## src/rtl/vga_timing_monitor.sv

```systemverilog
// vga_timing_monitor: rebuilds h/v counters from incoming syncs, measures line/frame timing and tracks lock
// Ports: clk, rst (synchronous, active-high); hsyncIn/vsyncIn syncs in the clk domain;
//   hCount/vCount recovered position; hTotal/hPulse/vTotal/vPulse last measurements;
//   lineStart/frameStart/lockLost single-cycle pulses; locked timing stable; overflow sticky saturation flag.
module vga_timing_monitor #(
   parameter int   CW          = 12,
   parameter logic H_SYNC_NEG  = 1'b1,
   parameter logic V_SYNC_NEG  = 1'b1,
   parameter int   LOCK_FRAMES = 2
) (
   input  logic          clk,
   input  logic          rst,
   input  logic          hsyncIn,
   input  logic          vsyncIn,
   output logic [CW-1:0] hCount,
   output logic [CW-1:0] vCount,
   output logic [CW-1:0] hTotal,
   output logic [CW-1:0] hPulse,
   output logic [CW-1:0] vTotal,
   output logic [CW-1:0] vPulse,
   output logic          lineStart,
   output logic          frameStart,
   output logic          locked,
   output logic          lockLost,
   output logic          overflow
);
   localparam int MW = $clog2(LOCK_FRAMES + 1);
   localparam logic [CW-1:0] MAX = '1;
   localparam logic [0:0] SEARCH = 1'b0;
   localparam logic [0:0] LOCKED = 1'b1;
   logic s_h_q, s_hd_q, s_v_q, s_vd_q;
   logic [CW-1:0] h_count_q, h_count_d, v_count_q, v_count_d, h_total_q, h_total_d, h_pulse_q, h_pulse_d;
   logic [CW-1:0] v_total_q, v_total_d, v_pulse_q, v_pulse_d, v_cnt_q, v_cnt_d, prev_h_q, prev_h_d, prev_v_q, prev_v_d;
   logic [MW-1:0] match_cnt_q, match_cnt_d;
   logic [0:0] state_q, state_d;
   logic prev_valid_q, prev_valid_d, v_pend_q, v_pend_d, frame_ov_q, frame_ov_d, overflow_q, overflow_d;
   logic line_start_q, frame_start_q, lock_lost_q, lock_lost_d;
   logic h_lead, h_trail, v_lead, v_trail, boundary, h_sat, v_sat, sat, match, lock_entry;
   always_comb begin
      h_lead = s_h_q & ~s_hd_q;
      h_trail = ~s_h_q & s_hd_q;
      v_lead = s_v_q & ~s_vd_q;
      v_trail = ~s_v_q & s_vd_q;
      // a vsync edge is honoured on the same or the next hsync leading edge
      boundary = h_lead & (v_pend_q | v_lead);
      h_sat = ~h_lead & (h_count_q == MAX);
      v_sat = h_lead & ~boundary & (v_count_q == MAX);
      sat = h_sat | v_sat;
      h_count_d = h_lead ? '0 : h_sat ? MAX : h_count_q + 1'b1;
      h_total_d = h_lead ? ((h_count_q == MAX) ? '0 : h_count_q + 1'b1) : h_total_q;
      h_pulse_d = h_trail ? h_count_q + 1'b1 : h_pulse_q;
      v_count_d = boundary ? '0 : ~h_lead ? v_count_q : (v_count_q == MAX) ? MAX : v_count_q + 1'b1;
      v_total_d = boundary ? v_count_q + 1'b1 : v_total_q;
      v_pend_d = ~boundary & (v_lead | v_pend_q);
      v_cnt_d = v_lead ? CW'(h_lead) : (h_lead & s_v_q) ? v_cnt_q + 1'b1 : v_cnt_q;
      v_pulse_d = v_trail ? v_cnt_q : v_pulse_q;
      // saturation seen since the last boundary disqualifies that frame from counting toward lock
      frame_ov_d = ~boundary & (frame_ov_q | sat);
      match = (h_total_d == prev_h_q) & (v_total_d == prev_v_q) & (h_total_d != '0) & ~frame_ov_q;
      state_d = state_q;
      match_cnt_d = match_cnt_q;
      prev_valid_d = prev_valid_q;
      prev_h_d = prev_h_q;
      prev_v_d = prev_v_q;
      lock_entry = 1'b0;
      lock_lost_d = 1'b0;
      if (state_q == LOCKED) begin
         if (sat | (h_lead & (h_total_d != prev_h_q)) | (boundary & (v_total_d != prev_v_q))) begin
            state_d = SEARCH;
            match_cnt_d = '0;
            lock_lost_d = 1'b1;
            prev_h_d = h_lead ? h_total_d : prev_h_q;
            prev_v_d = boundary ? v_total_d : prev_v_q;
         end
      end else if (boundary) begin
         if (prev_valid_q & match) begin
            match_cnt_d = match_cnt_q + 1'b1;
            lock_entry = (match_cnt_d == MW'(LOCK_FRAMES));
            state_d = lock_entry ? LOCKED : SEARCH;
         end else begin
            prev_valid_d = 1'b1;
            prev_h_d = h_total_d;
            prev_v_d = v_total_d;
            match_cnt_d = '0;
         end
      end
      overflow_d = (overflow_q | sat) & ~lock_entry;
   end
   always_ff @(posedge clk) begin
      if (rst) begin
         s_h_q <= 1'b0;
         s_hd_q <= 1'b0;
         s_v_q <= 1'b0;
         s_vd_q <= 1'b0;
         h_count_q <= '0;
         v_count_q <= '0;
         h_total_q <= '0;
         h_pulse_q <= '0;
         v_total_q <= '0;
         v_pulse_q <= '0;
         v_cnt_q <= '0;
         prev_h_q <= '0;
         prev_v_q <= '0;
         match_cnt_q <= '0;
         state_q <= SEARCH;
         prev_valid_q <= 1'b0;
         v_pend_q <= 1'b0;
         frame_ov_q <= 1'b0;
         overflow_q <= 1'b0;
         line_start_q <= 1'b0;
         frame_start_q <= 1'b0;
         lock_lost_q <= 1'b0;
      end else begin
         s_h_q <= hsyncIn ^ H_SYNC_NEG;
         s_hd_q <= s_h_q;
         s_v_q <= vsyncIn ^ V_SYNC_NEG;
         s_vd_q <= s_v_q;
         h_count_q <= h_count_d;
         v_count_q <= v_count_d;
         h_total_q <= h_total_d;
         h_pulse_q <= h_pulse_d;
         v_total_q <= v_total_d;
         v_pulse_q <= v_pulse_d;
         v_cnt_q <= v_cnt_d;
         prev_h_q <= prev_h_d;
         prev_v_q <= prev_v_d;
         match_cnt_q <= match_cnt_d;
         state_q <= state_d;
         prev_valid_q <= prev_valid_d;
         v_pend_q <= v_pend_d;
         frame_ov_q <= frame_ov_d;
         overflow_q <= overflow_d;
         line_start_q <= h_lead;
         frame_start_q <= boundary;
         lock_lost_q <= lock_lost_d;
      end
   end
   assign hCount = h_count_q;
   assign vCount = v_count_q;
   assign hTotal = h_total_q;
   assign hPulse = h_pulse_q;
   assign vTotal = v_total_q;
   assign vPulse = v_pulse_q;
   assign lineStart = line_start_q;
   assign frameStart = frame_start_q;
   assign locked = (state_q == LOCKED);
   assign lockLost = lock_lost_q;
   assign overflow = overflow_q;
endmodule

```

## config.mk

```make
export PLATFORM = sky130hd
export DESIGN_NAME = vga_timing_monitor
export DESIGN_NICKNAME = d
export VERILOG_FILES = /design/src/rtl/vga_timing_monitor.sv
export SDC_FILE = /design/constraint.sdc
export NUM_CORES = 1
export LEC_CHECK = 0
export ABC_AREA = 1
export CAP_MARGIN = 15
export CELL_PAD_IN_SITES_DETAIL_PLACEMENT = 1
export CELL_PAD_IN_SITES_GLOBAL_PLACEMENT = 1
export CORE_MARGIN = 2
export CORE_UTILIZATION = 43
export DETAILED_ROUTE_END_ITERATION = 10
export MAX_ROUTING_LAYER = met4
export PLACE_DENSITY = 0.83
export SLEW_MARGIN = 5
export SYNTH_ARGS = -nofsm -noshare
export SYNTH_HDL_FRONTEND = slang
export SYNTH_SLANG_ARGS = --single-unit
```

## constraint.sdc

```tcl
create_clock -name clk -period 4.9 [get_ports clk]
set_clock_uncertainty 0.2 [all_clocks]
set_input_delay 0.98 -clock clk [delete_from_list [all_inputs] [get_ports clk]]
set_output_delay 0.98 -clock clk [all_outputs]
set_load 0.02 [all_outputs]
```

==> impl_metrics.ini <==
[final_layout]
nets = 927
post-route-util_pct = 55.2
finalInstanceArea_um2 = 7370
final_common_cell = nand2_1
layout_common_cells = 196 x nand2_1, 122 x dfxtp_1, 115 x inv_1
drive_above_1_share_pct = 8.92
instances_no_fill = 1107
syn_to_final_growth_pct = 24.5
fillCellCount = 1734
antenna_cells = 0

[pwr]
power_frac_clock_pct = 47.3
cell_internal_pwr_mw = 1.85
p_per_area_nw_per_um2 = 347
switching_share_pct = 27.9
seqPwrFrac_pct = 41.4
combPwrFrac_pct = 11.3
p_sw_mw = 0.715
vdd_ir_drop_max_mv = 0.254
p_leak_nw = 3.18
p_total_mw = 2.56

[grt]
grt_use_met2_pct = 45.7
use_met1_pct = 33.2
grt_pass1_wl_um = 30200
grt_usage_pct = 27.2
grt_overflow_total = 0
grt_use_met3_pct = 5.73
busiest_layer = met2
first_global_vias = 6007
grt_max_degree = 41
antenna_found_initial = 0

[detailed_routing]
num_vias = 5851
drt_iter0_markers = 357
wl_per_cell_um = 17.0
drc = 0
drt.antenna.violating_nets = 0
firstDrtPassIters = 4
via_per_inst = 5.29
wl_um = 18800

[synth]
synth_seq_area_share_pct = 41.2
yosys_register_bits = 122
synth_area_per_cell_um2 = 7.03
ys_warn_count = 0
ys_types = 42
syn_inst = 843
synth_nets = 851
synth_area_um2 = 5920

[floorplanning]
core-area_um2 = 13300
die_h_um = 121
die_w_um = 121
rows = 42
io_pins = 81
start_util_pct = 44.4
die_area_um2 = 14700

[clocking]
ctsHoldBuffers = 0
cts_max_path_buffers = 2
ctsRootBufferMaster = clkbuf_16
cts_resized = 0
clk_pin_slew_ns = 0.06
h-tree-depth = 4
cts_buffers = 17
cts.sinks = 122
cts_setup_buffers = 0
clock_latency_ns = 0.43
cts_tree = yes

[setup_path]
startpoint_type = flip-flop
path_cells = ha_1 > nand3_2 > nor2_4 > nand3_2 > nand2_2 > inv_2 > nand2_1 > nand2_1 > inv_1 > nand4_1 > o21ai_1 > nor2_1 > nand2_2 > nand2_4 > nand2_4 > nand2_1 > nand2_1 > nor2_1
crit_path_frequent_cell = nand2_1
slowest_delay_ns = 0.46
cp-end-kind = flip-flop
path_class = reg2reg
required_ns = 5.02
path_delay_family = simple AND/OR/NAND/NOR gates
path_buf_inv = 2
cp_max_fo = 32
arrival_ns = 3.68
critPathSlowestCell = dfxtp_1

[sta]
drv_slew = 0
max_slew_margin_pct = 25.1
setup_viol = 0
setup_tns_ns = 0
fin_crit_sh_pct = 72.7
hold_viol_final = 0
period_minus_slack_ns = 3.56
rsz0062_at_grt = no
fin_hold_ws_ns = 0.280
fin_ws_ns = 1.34
tightest_slew_ns = 1.12
max_freq_ghz = 0.281

[run_status]
status = complete, no violations

[place]
gp_congestion = 0.846
post_dp_cell_area_um2 = 6810
hpwl_um = 13300
dp.cells = 1075
port_buffers = 80
dp_slack_ns = 1.46

[worst_hold_path]
hold_class = reg2reg

[run]
max_cap_violations = 0
-- path summary, 6_finish.rpt --
| kind | cells past startpoint | endpoint | slack (ns) | startpoint |
|---|---|---|---|---|
| max | 18 | prev_h_q[7] | 1.34 | hCount[0] |
| min | 2 | prev_valid_q | 0.28 | prev_valid_q |
| max reg2reg | 18 | prev_h_q[7] | 1.34 | hCount[0] |
| min reg2reg | 2 | prev_valid_q | 0.28 | prev_valid_q |
-- cells by family (layout without fill, tap and decap cells) --
| family | after synthesis | after routing | synth area share [%] |
|---|---|---|---|
| flops | 122 | 122 | 41.2 |
| buf+inv | 147 | 235 | 10.5 |
| fa+ha+maj | 4 | 4 | 0.845 |
| xor+xnor | 7 | 7 | 1.04 |
| simple gates | 441 | 441 | 34.2 |
| compound gates | 122 | 122 | 12.1 |
-- power by group through the flow --
stage          logic [mW]  registers [mW]  clock network, mW
2_1_floorplan       0.161            1.10                  0
3_3_place_gp        0.275            1.08                  0
3_5_place_dp        0.285            1.08                  0
4_1_cts             0.289            1.06               1.22
5_1_grt             0.317            1.06               1.28
6_report            0.289            1.06               1.21
-- synthesized netlist by cell type (all sizes together) --
| cell | n | area (um2) |
|---|---|---|
| a211oi | 1 | 12.5 |
| a21boi | 8 | 60.1 |
| a21oi | 54 | 285 |
| a221oi | 7 | 61.3 |
| a31oi | 2 | 12.5 |
| buf | 16 | 133 |
| clkbuf | 11 | 41.3 |
| clkinv | 2 | 7.51 |
| dfxtp | 122 | 2440 |
| ha | 4 | 50.1 |
| inv | 118 | 443 |
| nand2 | 216 | 891 |
| nand3 | 89 | 510 |
| nand3b | 5 | 37.5 |
| nand4 | 8 | 56.3 |
| nor2 | 107 | 443 |
| nor3 | 9 | 45.0 |
| nor3b | 1 | 7.51 |
| nor4 | 1 | 6.26 |
| o211ai | 9 | 67.6 |
| o21a | 1 | 7.51 |
| o21ai | 36 | 180 |
| o21bai | 4 | 30.0 |
| or2 | 5 | 31.3 |
| xnor2 | 3 | 26.3 |
| xor2 | 4 | 35.0 |
-- flip-flops by register name, summed over array words and instances, names as in the netlist, 2 cells and up --
name	cells
hTotal	12
prev_h_q	12
vTotal	12
v_cnt_q	12
vPulse	12
hPulse	12
match_cnt_q	2
vCount	12
hCount	12
prev_v_q	12
-- layout make-up --
cell class              instances  area [um2]  area share [%]
repair buffers                 84         843            11.4
flip-flops and latches        122        2440            33.1
inverters                     120         450            6.11
clock buffers                  19         443            6.01
multi-input cells             574        2860            38.7
clock inverters                12         119            1.61
well taps                     176         220            2.99
-- tightest hold or removal path, stage by stage, from the launching register on --
cell and delay [ns]:
dfxtp_1 0.30, inv_1 0.07, a21oi_1 0.06
-- per-layer routing --
layer | wire length [um] | up-vias
li1 | - | 2855
met1 | 8290 | 2871
met2 | 9480 | 107
met3 | 769 | 18
met4 | 233 | 0
met5 | 0 | -
Note: power is estimated with default switching activity, not from simulation.
